<file path="config.mk">
export PLATFORM = sky130hd
export DESIGN_NAME = reg_file_cmd_ctrl
export DESIGN_NICKNAME = d
export VERILOG_FILES = /design/src/rtl/reg_file_cmd_ctrl.sv
export SDC_FILE = /design/constraint.sdc
export NUM_CORES = 1
export LEC_CHECK = 0
export ABC_AREA = 1
export CORE_MARGIN = 8
export CORE_UTILIZATION = 43
export CTS_CLUSTER_SIZE = 40
export DETAILED_ROUTE_END_ITERATION = 8
export PLACE_DENSITY = 0.76
export SYNTH_ARGS = -nofsm -noshare
export SYNTH_HDL_FRONTEND = slang
export SYNTH_SLANG_ARGS = --single-unit
export TNS_END_PERCENT = 10
</file>
<file path="constraint.sdc">
create_clock -name CLK -period 1.6 [get_ports CLK]
set_input_delay 0.32 -clock CLK [delete_from_list [all_inputs] [get_ports CLK]]
set_output_delay 0.32 -clock CLK [all_outputs]
set_load 0.05 [all_outputs]
</file>
<file path="src/rtl/reg_file_cmd_ctrl.sv">
// rtl/reg_file_cmd_ctrl.sv - byte-stream command parser driving a register file, with serialised read-back
module reg_file_cmd_ctrl #(
    parameter int         MEM_WIDTH = 16,
    parameter int         MEM_DEPTH = 8,
    parameter logic [7:0] WR_OP     = 8'hAA,
    parameter logic [7:0] RD_OP     = 8'hBB,
    localparam int        NB        = MEM_WIDTH / 8,
    localparam int        AW        = $clog2(MEM_DEPTH)
) (
    input  logic                 CLK,
    input  logic                 RST,
    input  logic [7:0]           RX_Data,
    input  logic                 RX_Valid,
    input  logic [MEM_WIDTH-1:0] RdData,
    input  logic                 TX_Ready,
    output logic                 WrEn,
    output logic                 RdEn,
    output logic [AW-1:0]        Address,
    output logic [MEM_WIDTH-1:0] WrData,
    output logic [7:0]           TX_Data,
    output logic                 TX_Valid,
    output logic                 Busy,
    output logic                 Cmd_Err
);

    localparam int CW = (NB > 1) ? $clog2(NB) : 1;
    localparam logic [CW-1:0] CNT_LAST = CW'(NB - 1);
    localparam logic [8:0]    DEPTH9   = 9'(MEM_DEPTH);

    localparam logic [2:0] S_IDLE     = 3'd0;
    localparam logic [2:0] S_GET_ADDR = 3'd1;
    localparam logic [2:0] S_GET_DATA = 3'd2;
    localparam logic [2:0] S_WR_EXEC  = 3'd3;
    localparam logic [2:0] S_RD_EXEC  = 3'd4;
    localparam logic [2:0] S_RD_WAIT  = 3'd5;
    localparam logic [2:0] S_TX       = 3'd6;

    logic [2:0]           state;
    logic                 op_rd;
    logic [CW-1:0]        byte_cnt;
    logic [MEM_WIDTH-1:0] shift;
    logic [MEM_WIDTH-1:0] shift_nxt;

    assign shift_nxt = shift >> 8;

    always_ff @(posedge CLK) begin
        if (RST) begin
            state    <= S_IDLE;
            op_rd    <= 1'b0;
            byte_cnt <= '0;
            shift    <= '0;
            WrEn     <= 1'b0;
            RdEn     <= 1'b0;
            Address  <= '0;
            WrData   <= '0;
            TX_Data  <= '0;
            TX_Valid <= 1'b0;
            Busy     <= 1'b0;
            Cmd_Err  <= 1'b0;
        end else begin
            Cmd_Err <= 1'b0;
            case (state)
                S_IDLE: begin
                    if (RX_Valid) begin
                        if (RX_Data == WR_OP || RX_Data == RD_OP) begin
                            op_rd <= (RX_Data == RD_OP);
                            state <= S_GET_ADDR;
                        end else begin
                            Cmd_Err <= 1'b1;
                        end
                    end
                end
                S_GET_ADDR: begin
                    if (RX_Valid) begin
                        // Out-of-range addresses abort the command before any register access
                        if ({1'b0, RX_Data} >= DEPTH9) begin
                            Cmd_Err <= 1'b1;
                            state   <= S_IDLE;
                        end else begin
                            Address <= RX_Data[AW-1:0];
                            if (op_rd) begin
                                RdEn  <= 1'b1;
                                Busy  <= 1'b1;
                                state <= S_RD_EXEC;
                            end else begin
                                byte_cnt <= '0;
                                state    <= S_GET_DATA;
                            end
                        end
                    end
                end
                S_GET_DATA: begin
                    if (RX_Valid) begin
                        WrData[8*byte_cnt +: 8] <= RX_Data;
                        if (byte_cnt == CNT_LAST) begin
                            byte_cnt <= '0;
                            WrEn     <= 1'b1;
                            Busy     <= 1'b1;
                            state    <= S_WR_EXEC;
                        end else begin
                            byte_cnt <= byte_cnt + 1'b1;
                        end
                    end
                end
                S_WR_EXEC: begin
                    Cmd_Err <= RX_Valid;
                    WrEn    <= 1'b0;
                    Busy    <= 1'b0;
                    state   <= S_IDLE;
                end
                S_RD_EXEC: begin
                    Cmd_Err <= RX_Valid;
                    RdEn    <= 1'b0;
                    state   <= S_RD_WAIT;
                end
                S_RD_WAIT: begin
                    Cmd_Err  <= RX_Valid;
                    shift    <= RdData;
                    TX_Data  <= RdData[7:0];
                    TX_Valid <= 1'b1;
                    byte_cnt <= '0;
                    state    <= S_TX;
                end
                S_TX: begin
                    Cmd_Err <= RX_Valid;
                    // Data and valid only move on acceptance, so backpressure holds them stable
                    if (TX_Valid && TX_Ready) begin
                        if (byte_cnt == CNT_LAST) begin
                            TX_Valid <= 1'b0;
                            Busy     <= 1'b0;
                            byte_cnt <= '0;
                            state    <= S_IDLE;
                        end else begin
                            shift    <= shift_nxt;
                            TX_Data  <= shift_nxt[7:0];
                            byte_cnt <= byte_cnt + 1'b1;
                        end
                    end
                end
                default: begin
                    state <= S_IDLE;
                end
            endcase
        end
    end

endmodule

</file>
==> impl_metrics.json, run 1 <==
{
  "yosys-top-cells-area": "dfxtp_1, nand2_1, nor2_1",
  "crit_path_max_fanout": 8,
  "fin_crit_sh_pct": 96.5,
  "grt_start_max_net_pins": 24,
  "antenna_left": 0,
  "num_io_pins": 60,
  "status": "finished, final reports clean",
  "worst_ep_arrival_time_ps": 1740,
  "slew_violations": 0,
  "core_um2": 4750,
  "crit_path_max_incr_delay_ps": 340,
  "hold_class": "reg -> reg",
  "p_sw_share_pct": 39.5,
  "p_int_mw": 2.63,
  "synthAdderAreaFrac_pct": 2.34,
  "dr.first_iter.drc_count": 121,
  "cp_slowest_cell": "dfxtp_2",
  "pre_cts_slack_ps": -187,
  "wl_per_cell_um": 12.5,
  "power_density_nw_per_um2": 1430,
  "yosysSeqAreaShare_pct": 42.2,
  "viasPerCell": 4.88,
  "finalPower_mw": 4.35,
  "clock-skew-final_ps": 8.44,
  "vias": 2148,
  "synth_top_family_by_area": "simple AND/OR/NAND/NOR gates",
  "synth_top_area_share_pct": 42.2,
  "end_kind": "flip-flop",
  "cts_buffers": 5,
  "synthCells": 296,
  "hold_violations": 0,
  "first_global_vias": 1993,
  "insertedDiodeCount": 0,
  "synthSimpleGateAreaFrac_pct": 26.8,
  "path_class": "reg -> reg",
  "ir_drop_v": 0.000817,
  "tns_ps": 0,
  "die_x_um": 86.5,
  "cts_hold_buf": 0,
  "drt-total-wl_um": 5510,
  "p_clk_share_pct": 20.4,
  "h-tree-depth": 2,
  "fin_nets": 404,
  "cp_common_cell": "inv_2",
  "die_h_um": 86.5,
  "muxShareOfSynthArea_pct": 0,
  "setup_viol": 0,
  "worst_pin_slew_ps": 271,
  "io_buffer_count": 59,
  "initial_core_util_pct": 44.9,
  "yosysMostFrequentCell": "nand2_1",
  "gp_congestion": 0.890,
  "clockBufferDepth": 2,
  "holdWs_ps": 461,
  "grt_use_total_pct": 14.3,
  "synth_common_cells": "nand2_1, nor2_1, dfxtp_1",
  "synth_compound_area_share_pct": 18.4,
  "synth_largest_area_cell": "dfxtp_1",
  "netlist_area_um2": 2140,
  "seqCellArea_um2": 905,
  "slew_headroom_pct": 81.9,
  "synth_seq_cells": 45,
  "p_switching_mw": 1.72,
  "syn2layout_area_growth_pct": 42.2,
  "die-area_um2": 7480,
  "multi_input_area_um2": 1080,
  "avgSynthCellArea_um2": 7.22,
  "drive_above_1_share_pct": 25.5,
  "hold_depth": 2,
  "rows": 25,
  "syn-num-nets": 328,
  "clk-insertion-delay-late_ps": 290,
  "seqPwrFrac_pct": 32.6,
  "dp_hpwl_um": 4190,
  "finalCriticalPeriod_ps": 1540,
  "synth.distinct_cells": 24,
  "drcViolationCount": 0,
  "crit_chain": "inv_2 -> ha_4 -> nand2_4 -> inv_4 -> nand2_2 -> o21ai_4 -> buf_6 -> inv_2 -> a21oi_1 -> nor2_1",
  "synth-xor-area-share_pct": 0,
  "max_freq_mhz": 648,
  "grt_pass1_wl_um": 8760,
  "rr_worst_depth": 10,
  "comb_power_share_pct": 47.1,
  "cap_violations": 0,
  "nFillCells": 446,
  "async_flop_share_pct": 0,
  "layout_setup_ws_ps": 56.3,
  "gr-total-overflow": 0,
  "cts_sinks": 45,
  "clk_pin_slew_worst_paths_ps": 80,
  "antenna_found_initial": 0,
  "grt_setup_unrepaired": "true",
  "cp.required_ps": 1800,
  "cts_tree": "done",
  "drt-pass1-iter-count": 5,
  "ctsRootBufferMaster": "clkbuf_8",
  "synthFlopType": "dfxtp_1",
  "synth-edff-count": 0,
  "synth_warnings": 0,
  "startpoint_type": "flip-flop",
  "p_leak_nw": 1.43
}
-- power groups by stage --
| stage | Clock, mW | Combinational, mW | Sequential, mW |
|---|---|---|---|
| 2_1_floorplan | 0 | 1.09 | 1.60 |
| 3_3_place_gp | 0 | 1.80 | 1.42 |
| 3_5_place_dp | 0 | 1.83 | 1.43 |
| 4_1_cts | 0.895 | 1.89 | 1.40 |
| 5_1_grt | 0.947 | 2.23 | 1.44 |
| 6_report | 0.886 | 2.05 | 1.42 |
-- final timing paths --
kind	start	end	slack (ps)
hold / removal	RdEn	RdEn	460
hold reg to reg	RdEn	RdEn	460
setup / recovery	state[0]	shift[10]	60
setup reg to reg	state[0]	shift[10]	60
-- layout make-up --
class                      count  share of cell area (%)
sequential                    45                    29.8
timing repair buffer          88                    25.2
clock buffer                   7                    2.84
clock inverter                 1                   0.988
tap                           67                    2.76
inverter                      24                    3.05
multi-input combinational    208                    35.4
-- critical path, delay by kind of cell, from the launching register on --
family / cells / cell delay [ps]
AOI/OAI and AO/OA: 2 / 390
adders and majority gates: 1 / 170
buffers and inverters: 4 / 360
DFF: 1 / 340
and+or+nand+nor: 3 / 190
-- metrics by stage --
stage	cells	area, um^2	utilization [%]
floorplan	296	2140	-
global placement	429	2820	59.4
detailed placement	429	2820	59.4
CTS	439	2960	62.3
global route	440	3040	63.9
finish	440	3040	63.9
-- layer usage --
layer  global-route usage (%)  share of wire [%]  up-vias
li1                         -                  -     1109
met1                     16.7                 46      972
met2                     24.1                 47       63
met3                     4.73                6.1        4
met4                     3.91               0.56        0
met5                        0                  0        -
-- state kept, by name, indices dropped and copies added, names as in the netlist --
name and count:
Cmd_Err 1, op_rd 1, RdEn 1, state 3
Address 3, TX_Data 7, TX_Valid 1, byte_cnt 1
Busy 1, WrData 16, shift 9, WrEn 1
-- timing repair --
action | CTS | global route
gates cloned | 0 | 0
pin swaps | 1 | 3
resized for setup | 2 | 20
hold endpoints to repair | 0 | 0
setup buffers | 2 | 1
endpoints found under the setup margin | 11 | 24
-- cells in the final DEF, fill, tap and decap left out, types with 3 or more instances in the layout --
| cell | n |
|---|---|
| inv_2 | 4 |
| inv_1 | 19 |
| nor2_1 | 51 |
| o21ai_0 | 21 |
| nand2_2 | 4 |
| buf_6 | 3 |
| dfxtp_2 | 3 |
| nand3_1 | 17 |
| nand2_1 | 53 |
| clkdlybuf4s50_1 | 27 |
| buf_4 | 56 |
| dfxtp_1 | 42 |
| clkbuf_8 | 6 |
| o211a_1 | 8 |
| o21ai_1 | 9 |
| a21oi_2 | 5 |
| a21oi_1 | 23 |
-- cell families after synthesis --
kind of cell	Yosys count
compound gates	68
fa+ha+maj	4
buf+inv	43
flops	45
simple gates	136
(Power assumes the default switching activity.)
==> inputs of run 2 (changes only) <==
CORE_ASPECT_RATIO = 1.25   (was unset)
GPL_TIMING_DRIVEN = 1   (was unset)
==> run 2 against run 1 <==
- critical path depth fell by 1
- clock skew rose by 3.6 ps
- first-iteration DRC count rose by 8.3%
- non-clock buffer count rose by 8
- die area rose by 0.20%
- hold slack got worse by 8.9 ps
- clock power fell by 20%
- sequential cell count did not move
- routed wire length rose by 7.5%
- final area rose by 0.82%
- power fell by 4.6%
- critical endpoint is now shift[9]
- largest cell class unchanged
==> impl_metrics.json, run 2 (synthesis results as in run 1) <==
{
  "p_int_mw": 2.43,
  "wl_per_cell_um": 13.4,
  "fin_crit_sh_pct": 94.7,
  "gr-total-overflow": 0,
  "startpoint_type": "flip-flop",
  "crit_path_max_incr_delay_ps": 360,
  "max_freq_mhz": 660,
  "p_clk_share_pct": 17.0,
  "crit_path_max_fanout": 6,
  "cp.required_ps": 1830,
  "largest_register_ffs": 16,
  "clk_pin_slew_worst_paths_ps": 90,
  "worst_ep_arrival_time_ps": 1750,
  "antenna_found_initial": 0,
  "ctsRootBufferMaster": "clkbuf_8",
  "final_common_cell": "buf_4",
  "finalPower_mw": 4.15,
  "seqPwrFrac_pct": 34.5,
  "drcViolationCount": 0,
  "antenna_left": 0,
  "grt_setup_unrepaired": "true",
  "pre_cts_slack_ps": -136,
  "viasPerCell": 4.98,
  "setup_viol": 0,
  "h-tree-depth": 2,
  "cp_slowest_cell": "dfxtp_4",
  "cap_violations": 0,
  "top_register": "WrData",
  "clock-skew-final_ps": 12.1,
  "num_io_pins": 60,
  "first_global_vias": 2021,
  "fin_area_um2": 3060,
  "final_util_pct": 64.3,
  "reg_top3": "WrData: 16 flops, shift: 9 flops, TX_Data: 7 flops",
  "power_density_nw_per_um2": 1350,
  "rrSetupSlack_ps": 80,
  "drt-pass1-iter-count": 4,
  "core_um2": 4760,
  "initial_core_util_pct": 44.9,
  "final_cells": 441,
  "clk-insertion-delay-late_ps": 300,
  "path_class": "reg -> reg",
  "comb_power_share_pct": 48.4,
  "holdWs_ps": 452,
  "place_area_um2": 2830,
  "dr.first_iter.drc_count": 131,
  "ir_drop_v": 0.000761,
  "rows": 28,
  "vias": 2198,
  "drt-total-wl_um": 5930,
  "end_kind": "flip-flop",
  "grt_use_total_pct": 15.2,
  "clockBufferDepth": 2,
  "drive_above_1_share_pct": 27.0,
  "cts_hold_buf": 0,
  "fin_nets": 412,
  "die_x_um": 79.1,
  "p_sw_share_pct": 41.5,
  "cts_sinks": 45,
  "tns_ps": 0,
  "placed_cells": 424,
  "hold_depth": 2,
  "finalCriticalPeriod_ps": 1520,
  "slew_headroom_pct": 79.3,
  "grt_pass1_wl_um": 9280,
  "insertedDiodeCount": 0,
  "p_switching_mw": 1.72,
  "hold_violations": 0,
  "slew_violations": 0,
  "cts_buffers": 5,
  "cts_tree": "done",
  "hold_class": "reg -> reg",
  "syn2layout_area_growth_pct": 43.4,
  "die_h_um": 94.8,
  "layout_setup_ws_ps": 84.1,
  "rr_worst_depth": 9,
  "grt_start_max_net_pins": 41,
  "crit_chain": "inv_4 -> ha_4 -> nand2_4 -> inv_4 -> nand2_4 -> o21ai_4 -> buf_2 -> o21ai_1 -> nor2_1",
  "layout_common_cells": "buf_4, nand2_1, nor2_1",
  "dp_hpwl_um": 4330,
  "die-area_um2": 7500,
  "p_leak_nw": 1.45,
  "worst_pin_slew_ps": 311,
  "status": "finished, final reports clean",
  "io_buffer_count": 59,
  "gp_congestion": 0.858
}
run 2: cell count changes in the layout (fill, tap and decap cells not counted), moves of 2 or more:
| cell | delta |
|---|---|
| a21oi_2 | -3 |
| clkinvlp_4 | +2 |
| inv_4 | +2 |
| a21oi_1 | +3 |
| buf_4 | +8 |
run 2: area by class of cell:
cell class,count,area (um^2)
Multi-Input combinational cell,208,1080
Fill cell,428,1700
Sequential cell,45,907
Clock buffer,6,72.6
Timing Repair Buffer,96,818
Clock inverter,2,15.0
Tap cell,60,75.1
Inverter,24,97.6
run 2: critical path: cells and delay by family (launching register included):
kind | cells | cell delay (ps)
buffers and inverters | 3 | 370
flip-flops | 1 | 360
AND/OR/NAND/NOR | 3 | 220
adder cells (fa/ha/maj) | 1 | 170
AO/OA/AOI/OAI | 2 | 350
run 2: final timing paths:
path,from,to
setup / recovery,state[0],shift[9]
hold / removal,RdEn,RdEn
setup reg to reg,state[0],shift[9]
hold reg to reg,RdEn,RdEn
run 2: what timing repair did:
item                                    4_1_cts  5_1_grt
buffers inserted                              0        7
cloned                                        0        2
pin swaps                                     0        3
gates resized for setup                       1       26
endpoints found under the setup margin       10       29
run 2: power groups by stage:
| stage | Clock [mW] | Combinational (mW) | Sequential (mW) |
|---|---|---|---|
| after global placement | 0 | 1.79 | 1.43 |
| final | 0.707 | 2.01 | 1.43 |
| after detailed placement | 0 | 1.80 | 1.43 |
| after floorplan | 0 | 1.09 | 1.60 |
| after global routing | 0.765 | 2.20 | 1.45 |
| after CTS | 0.719 | 1.82 | 1.41 |
run 2: per-layer routing:
metal / vias up / routed length, um / GRT usage [%]
met1: 988 / 2520 / 16.9
met4: 0 / 103 / 5.57
met3: 11 / 397 / 4.28
met5: - / 0 / 0
li1: 1124 / - / -
met2: 75 / 2910 / 26.9
==> edit 1, RTL diff (flow settings as in run 2) <==
Put one more register stage on the output `Cmd_Err`, cleared by the reset. The value now appears one clock later. The other outputs are not delayed to match.
--- a/src/rtl/reg_file_cmd_ctrl.sv
+++ b/src/rtl/reg_file_cmd_ctrl.sv
@@ -35,6 +35,8 @@
     localparam logic [2:0] S_RD_WAIT  = 3'd5;
     localparam logic [2:0] S_TX       = 3'd6;
 
+    logic Cmd_Err_s0;
+
     logic [2:0]           state;
     logic                 op_rd;
     logic [CW-1:0]        byte_cnt;
@@ -56,9 +58,9 @@
             TX_Data  <= '0;
             TX_Valid <= 1'b0;
             Busy     <= 1'b0;
-            Cmd_Err  <= 1'b0;
+            Cmd_Err_s0 <= 1'b0;
         end else begin
-            Cmd_Err <= 1'b0;
+            Cmd_Err_s0 <= 1'b0;
             case (state)
                 S_IDLE: begin
                     if (RX_Valid) begin
@@ -66,7 +68,7 @@
                             op_rd <= (RX_Data == RD_OP);
                             state <= S_GET_ADDR;
                         end else begin
-                            Cmd_Err <= 1'b1;
+                            Cmd_Err_s0 <= 1'b1;
                         end
                     end
                 end
@@ -74,7 +76,7 @@
                     if (RX_Valid) begin
                         // Out-of-range addresses abort the command before any register access
                         if ({1'b0, RX_Data} >= DEPTH9) begin
-                            Cmd_Err <= 1'b1;
+                            Cmd_Err_s0 <= 1'b1;
                             state   <= S_IDLE;
                         end else begin
                             Address <= RX_Data[AW-1:0];
@@ -103,18 +105,18 @@
                     end
                 end
                 S_WR_EXEC: begin
-                    Cmd_Err <= RX_Valid;
+                    Cmd_Err_s0 <= RX_Valid;
                     WrEn    <= 1'b0;
                     Busy    <= 1'b0;
                     state   <= S_IDLE;
                 end
                 S_RD_EXEC: begin
-                    Cmd_Err <= RX_Valid;
+                    Cmd_Err_s0 <= RX_Valid;
                     RdEn    <= 1'b0;
                     state   <= S_RD_WAIT;
                 end
                 S_RD_WAIT: begin
-                    Cmd_Err  <= RX_Valid;
+                    Cmd_Err_s0 <= RX_Valid;
                     shift    <= RdData;
                     TX_Data  <= RdData[7:0];
                     TX_Valid <= 1'b1;
@@ -122,7 +124,7 @@
                     state    <= S_TX;
                 end
                 S_TX: begin
-                    Cmd_Err <= RX_Valid;
+                    Cmd_Err_s0 <= RX_Valid;
                     // Data and valid only move on acceptance, so backpressure holds them stable
                     if (TX_Valid && TX_Ready) begin
                         if (byte_cnt == CNT_LAST) begin
@@ -144,5 +146,13 @@
         end
     end
 
+    always_ff @(posedge CLK) begin
+        if (RST) begin
+            Cmd_Err <= '0;
+        end else begin
+            Cmd_Err <= Cmd_Err_s0;
+        end
+    end
+
 endmodule
 
Check against the original RTL: not equivalent (a bounded check fails within 4 cycles, from zero or initial values and one cycle with RST high).
==> edit 1 against run 2 <==
- synthesized cell count is 1.0% higher
- count of clock-buffer cells in the layout is 1 lower
- critical path depth stayed put
- area after synthesis is 2.0% higher
- routed wire length is 3.0% lower
- cell count is 0.68% lower
- final area is 0.33% lower
- sequential cell count is 1 higher
- first-iteration DRC count is 6.9% higher
- worst setup slack worse by 6.7 ps
- combinational power is 2% lower
- global-route usage is 0.070 points higher
- total power is 1.0% higher
- die area is 1.6% higher
- largest cell class unchanged
==> edit 1: results (changes against run 2) <==
** Setup path
- The family of cells with the greatest summed delay on the critical path is flip-flops (was buffers and inverters).
- The standard cell with the maximum stage delay on the critical path is sky130_fd_sc_hd__dfxtp_4 (unchanged).
- Arrival time at the worst endpoint :: 1720 ps (was 1750 ps)
- Worst stage delay on the critical path :: 380 ps (was 360 ps)

** Finish
- The final-stage net count came to 407 (was 412).
- The number of fillers in the final layout is 481 (was 428).
- Share of cells above drive strength 1 :: 0.250 (was 0.270)

** Detailed routing
- The first-iteration detailed-routing DRC count was 140 (was 131).
- The average wire per cell in the routed design came to 13.1 um (was 13.4 um).
- The iteration count of the initial detailed-routing pass was 6 (was 4).
- Detail-routed via count per cell :: 4.90 (was 4.98)
- Vias post-DR :: 2,145 (was 2,198)

** Placement
- The HPWL after detailed placement is 4.29 mm (was 4.33 mm).
- The routability-driven placement congestion ratio was 0.900 (was 0.858).

** Synthesis
- Distinct cell type count of the synthesized netlist :: 25 (was 24)
- Top cells by instance count after synthesis: 56 x sky130_fd_sc_hd__nand2_1, 53 x sky130_fd_sc_hd__nor2_1, 46 x sky130_fd_sc_hd__dfxtp_1, 28 x sky130_fd_sc_hd__a21oi_1, 22 x sky130_fd_sc_hd__o21ai_0 (was 56 x sky130_fd_sc_hd__nand2_1, 53 x sky130_fd_sc_hd__nor2_1, 45 x sky130_fd_sc_hd__dfxtp_1, 28 x sky130_fd_sc_hd__a21oi_1, 21 x sky130_fd_sc_hd__o21ai_0).
- The number of warnings printed during yosys synthesis was 0 (unchanged).
- The mean instance size in the synthesized netlist was 7.29 sq um (was 7.22 sq um).
- Synth top area cells: sky130_fd_sc_hd__dfxtp_1 42%, sky130_fd_sc_hd__nand2_1 9.6%, sky130_fd_sc_hd__nor2_1 9.1%, sky130_fd_sc_hd__a21oi_1 6.4%, sky130_fd_sc_hd__o21ai_0 5.1% (was sky130_fd_sc_hd__dfxtp_1 42%, sky130_fd_sc_hd__nand2_1 9.8%, sky130_fd_sc_hd__nor2_1 9.3%, sky130_fd_sc_hd__a21oi_1 6.6%, sky130_fd_sc_hd__o21ai_0 4.9%).
- Number of nets produced by synthesis :: 331 (was 328)
- Post-synthesis sequential area ratio :: 0.423 (was 0.422)

** GRT
- The global-route wire length before repair was 9.47 mm (was 9.28 mm).
- The via count of the first global-routing pass was 2,161 (was 2,021).
- Overall routing resource usage :: 0.153 (was 0.152)

** Power and ir drop
- The worst-case vdd ir drop was 0.000677 V (was 0.000761 V).
- The leakage power of the design is 1.43 nW (was 1.45 nW).

** Outcome
- Outcome :: complete, no violations (unchanged)

** STA
- Worst slew margin relative to its limit :: 0.804 (was 0.793)
- The worst-case clock skew is 9.28 ps (was 12.1 ps).
-- edit 1: what timing repair did --
item | 4_1_cts | 5_1_grt
endpoints found under the hold margin | 0 | 0
buffers inserted | 0 | 4
setup endpoints to repair | 10 | 33
gates cloned | 0 | 2
pin swaps | 0 | 6
gates resized for setup | 1 | 25
-- edit 1: per-stage QoR --
step	instance area (sq um)	setup slack (ps)	hold WS, ps
4_1_cts	2940	0.0684	417
2_1_floorplan	2180	64.6	388
6_report	3050	77.5	415
3_5_place_dp	2850	-146	404
5_1_grt	3050	-23.6	449
3_3_place_gp	2850	-97.8	390
-- edit 1: per-layer routing --
metal / track usage / share of wire / vias up
li1: - / - / 1119
met1: 0.167 / 0.43 / 958
met2: 0.271 / 0.50 / 62
met3: 0.0538 / 0.068 / 6
met4: 0.0433 / 0.0083 / 0
met5: 0 / 0 / -
-- edit 1: final cells by class --
type,instances,area (sq um),share of cell area
clock buffer,5,68.8,0.0225
clock inverter,3,23.8,0.00778
inverter,25,106,0.0348
multi-input combinational,209,1080,0.352
sequential,46,930,0.304
tap,62,77.6,0.0254
timing repair buffer,88,772,0.253
-- edit 1: final timing paths --
path,start,endpoint,slack (ps)
worst max-delay path,state[0],TX_Data[5],80
worst min register to register,Cmd_Err_s0,Cmd_Err,410
worst max register to register,state[0],TX_Data[5],80
worst min-delay path,Cmd_Err_s0,Cmd_Err,410
-- edit 1: power groups by stage --
| stage | logic, mW | clock network [mW] | registers, mW |
|---|---|---|---|
| after global placement | 1.75 | 0 | 1.48 |
| after detailed placement | 1.78 | 0 | 1.48 |
| after floorplan | 1.12 | 0 | 1.63 |
| after global routing | 2.16 | 0.799 | 1.52 |
| after CTS | 1.79 | 0.765 | 1.46 |
| final | 1.97 | 0.733 | 1.49 |
-- edit 1: worst min-delay path: stages (launching register included) --
cell and delay, ps:
sky130_fd_sc_hd__dfxtp_1 310, sky130_fd_sc_hd__inv_1 40, sky130_fd_sc_hd__nor2_1 30
-- edit 1: cell families after synthesis --
| family | synth area share |
|---|---|
| buffers and inverters | 0.106 |
| AO/OA/AOI/OAI | 0.180 |
| adder cells (fa/ha/maj) | 0.0230 |
| AND/OR/NAND/NOR | 0.268 |
| flip-flops | 0.423 |
==> edit 2, RTL diff (flow settings as in run 2) <==
Made on the original files. Change the parameter `MEM_WIDTH` from 16 to 64.
--- a/src/rtl/reg_file_cmd_ctrl.sv
+++ b/src/rtl/reg_file_cmd_ctrl.sv
@@ -1,6 +1,6 @@
 // rtl/reg_file_cmd_ctrl.sv - byte-stream command parser driving a register file, with serialised read-back
 module reg_file_cmd_ctrl #(
-    parameter int         MEM_WIDTH = 16,
+    parameter int         MEM_WIDTH = 64,
     parameter int         MEM_DEPTH = 8,
     parameter logic [7:0] WR_OP     = 8'hAA,
     parameter logic [7:0] RD_OP     = 8'hBB,
Interface: changed (resized RdData and WrData); port bits go from 60 to 156. No check against the original RTL was run, so the function may have changed too.
==> edit 2 against run 2 <==
- the run now ends with setup timing left
- total power rose by 120%
- global-route usage rose by 5.8 points
- final area rose to 3.3 times the old value
- sequential cell count rose by 98
- first-iteration DRC count rose to 4.9 times the old value
- clock skew barely moved
- worst setup slack got worse by 230 ps
- sequential share of layout area fell by 0.88 points
- clock power rose to 5.5 times the old value
- cell count rose to 3.2 times the old value
- routed wire length rose to 3.7 times the old value
- area after synthesis rose to 3.1 times the old value
- largest cell class unchanged
==> edit 2: results (changes against run 2) <==
** Power and ir drop
- Highest ir drop seen on vdd :: 0.000709 V (was 0.000761 V)
- Net switching fraction of the power :: 0.289 (was 0.415)
- Cell leakage power :: 4.33 nW (was 1.45 nW)

** Synthesis
- Number of nets produced by synthesis :: 1,066 (was 328)
- Synth top area cells :: sky130_fd_sc_hd__dfxtp_1 44%, sky130_fd_sc_hd__nand2_1 17%, sky130_fd_sc_hd__nor2_1 12%, sky130_fd_sc_hd__o21ai_1 4.1%, sky130_fd_sc_hd__a21oi_1 4.0% (was sky130_fd_sc_hd__dfxtp_1 42%, sky130_fd_sc_hd__nand2_1 9.8%, sky130_fd_sc_hd__nor2_1 9.3%, sky130_fd_sc_hd__a21oi_1 6.6%, sky130_fd_sc_hd__o21ai_0 4.9%)
- Cell count after synthesis :: 986 (was 296)

** GRT
- Met1 global-route usage :: 0.229 (was 0.169)
- The largest net degree at the start of global routing came to 58 (was 41).
- The met2 capacity usage during global routing is 0.369 (was 0.269).
- The total routing usage reported by global routing came to 0.210 (was 0.152).
- The via count of the first global-routing pass came to 6,947 (was 2,021).
- The fraction of met3 tracks used by global routing is 0.0664 (was 0.0428).

** STA
- The worst hold slack across all endpoints is 455 ps (was 452 ps).
- The setup total negative slack is -4610 ps (was 0 ps).
- Number of endpoints failing setup at the final stage :: 61 (was 0)
- PnR worst setup slack :: -143 ps (was 84.1 ps)

** Finish
- # nets final :: 1,278 (was 412)

** Placement
- Pre-CTS worst setup slack :: -352 ps (was -136 ps)
- The routability-driven placement congestion ratio came to 0.917 (was 0.858).
- Placed cell area :: 9020 sq um (was 2830 sq um)

** Detailed routing
- The uppermost layer routed is met5 (was met4).
- The met2 wire length was 10.9 mm (was 2.91 mm).
- Detail-routed via count per cell :: 5.10 (was 4.98)
- Total routed wire length on the met1 layer :: 8.49 mm (was 2.52 mm)
- The first-iteration detailed-routing DRC count came to 642 (was 131).
- The iteration count of the initial detailed-routing pass came to 7 (was 4).

** Setup path
- Largest fanout on the critical path :: 8 (was 6)
- The arrival time of data at the critical path endpoint was 2060 ps (was 1750 ps).
- Cell family with most CP delay :: simple AND/OR/NAND/NOR gates (was buffers and inverters)

** Outcome
- Violations in the final reports :: setup timing
- Outcome :: finished, violations left (was complete, no violations)

** Clock network
- The clock transition at the registers of the reported paths is 60 ps (was 90 ps).
-- edit 2: cell types whose count changed after synthesis, sizes merged, moves of 8 or more --
cell / change
nand2: +243
nand3: +11
o21ai: +71
dfxtp: +98
inv: +25
nor3: +20
buf: +21
o211a: -8
clkbuf: +19
nor2: +159
a21oi: +24
-- edit 2: power groups by stage --
stage,sequential (mW),clock (mW),combinational [mW]
3_5_place_dp,3.69,0,1.46
3_3_place_gp,3.69,0,1.45
6_report,3.61,3.86,1.80
5_1_grt,3.61,4.05,1.91
2_1_floorplan,3.72,0,0.720
4_1_cts,3.61,3.90,1.64
-- edit 2: path summary, 6_finish.rpt --
path	cells past startpoint	start	to
min reg2reg	2	shift[56]	shift[56]
max	7	byte_cnt[0]	WrData[1]
min	3	RdData[56]	shift[56]
max reg2reg	7	byte_cnt[0]	WrData[1]
-- edit 2: final cells by class --
class | count | area [sq um] | area share
Clock buffer | 17 | 425 | 0.0425
Timing Repair Buffer | 251 | 2610 | 0.261
Sequential cell | 143 | 2870 | 0.287
Clock inverter | 15 | 150 | 0.0150
Multi-Input combinational cell | 735 | 3500 | 0.350
Inverter | 50 | 218 | 0.0218
Tap cell | 182 | 228 | 0.0228
-- edit 2: kinds of logic (layout without fill, tap and decap cells) --
family / count (synthesis) / after routing / synth area share
compound gates: 158 / 158 / 0.122
fa+ha+maj: 4 / 4 / 0.00761
buf+inv: 109 / 333 / 0.0860
flops: 143 / 143 / 0.435
simple gates: 572 / 573 / 0.349
-- edit 2: what timing repair did --
item                       CTS  global route
gates resized for setup     41            62
pin swaps                   16            28
setup endpoints to repair   69           135
setup buffers                6             1
hold buffers                 0             0
gates cloned                 1             0
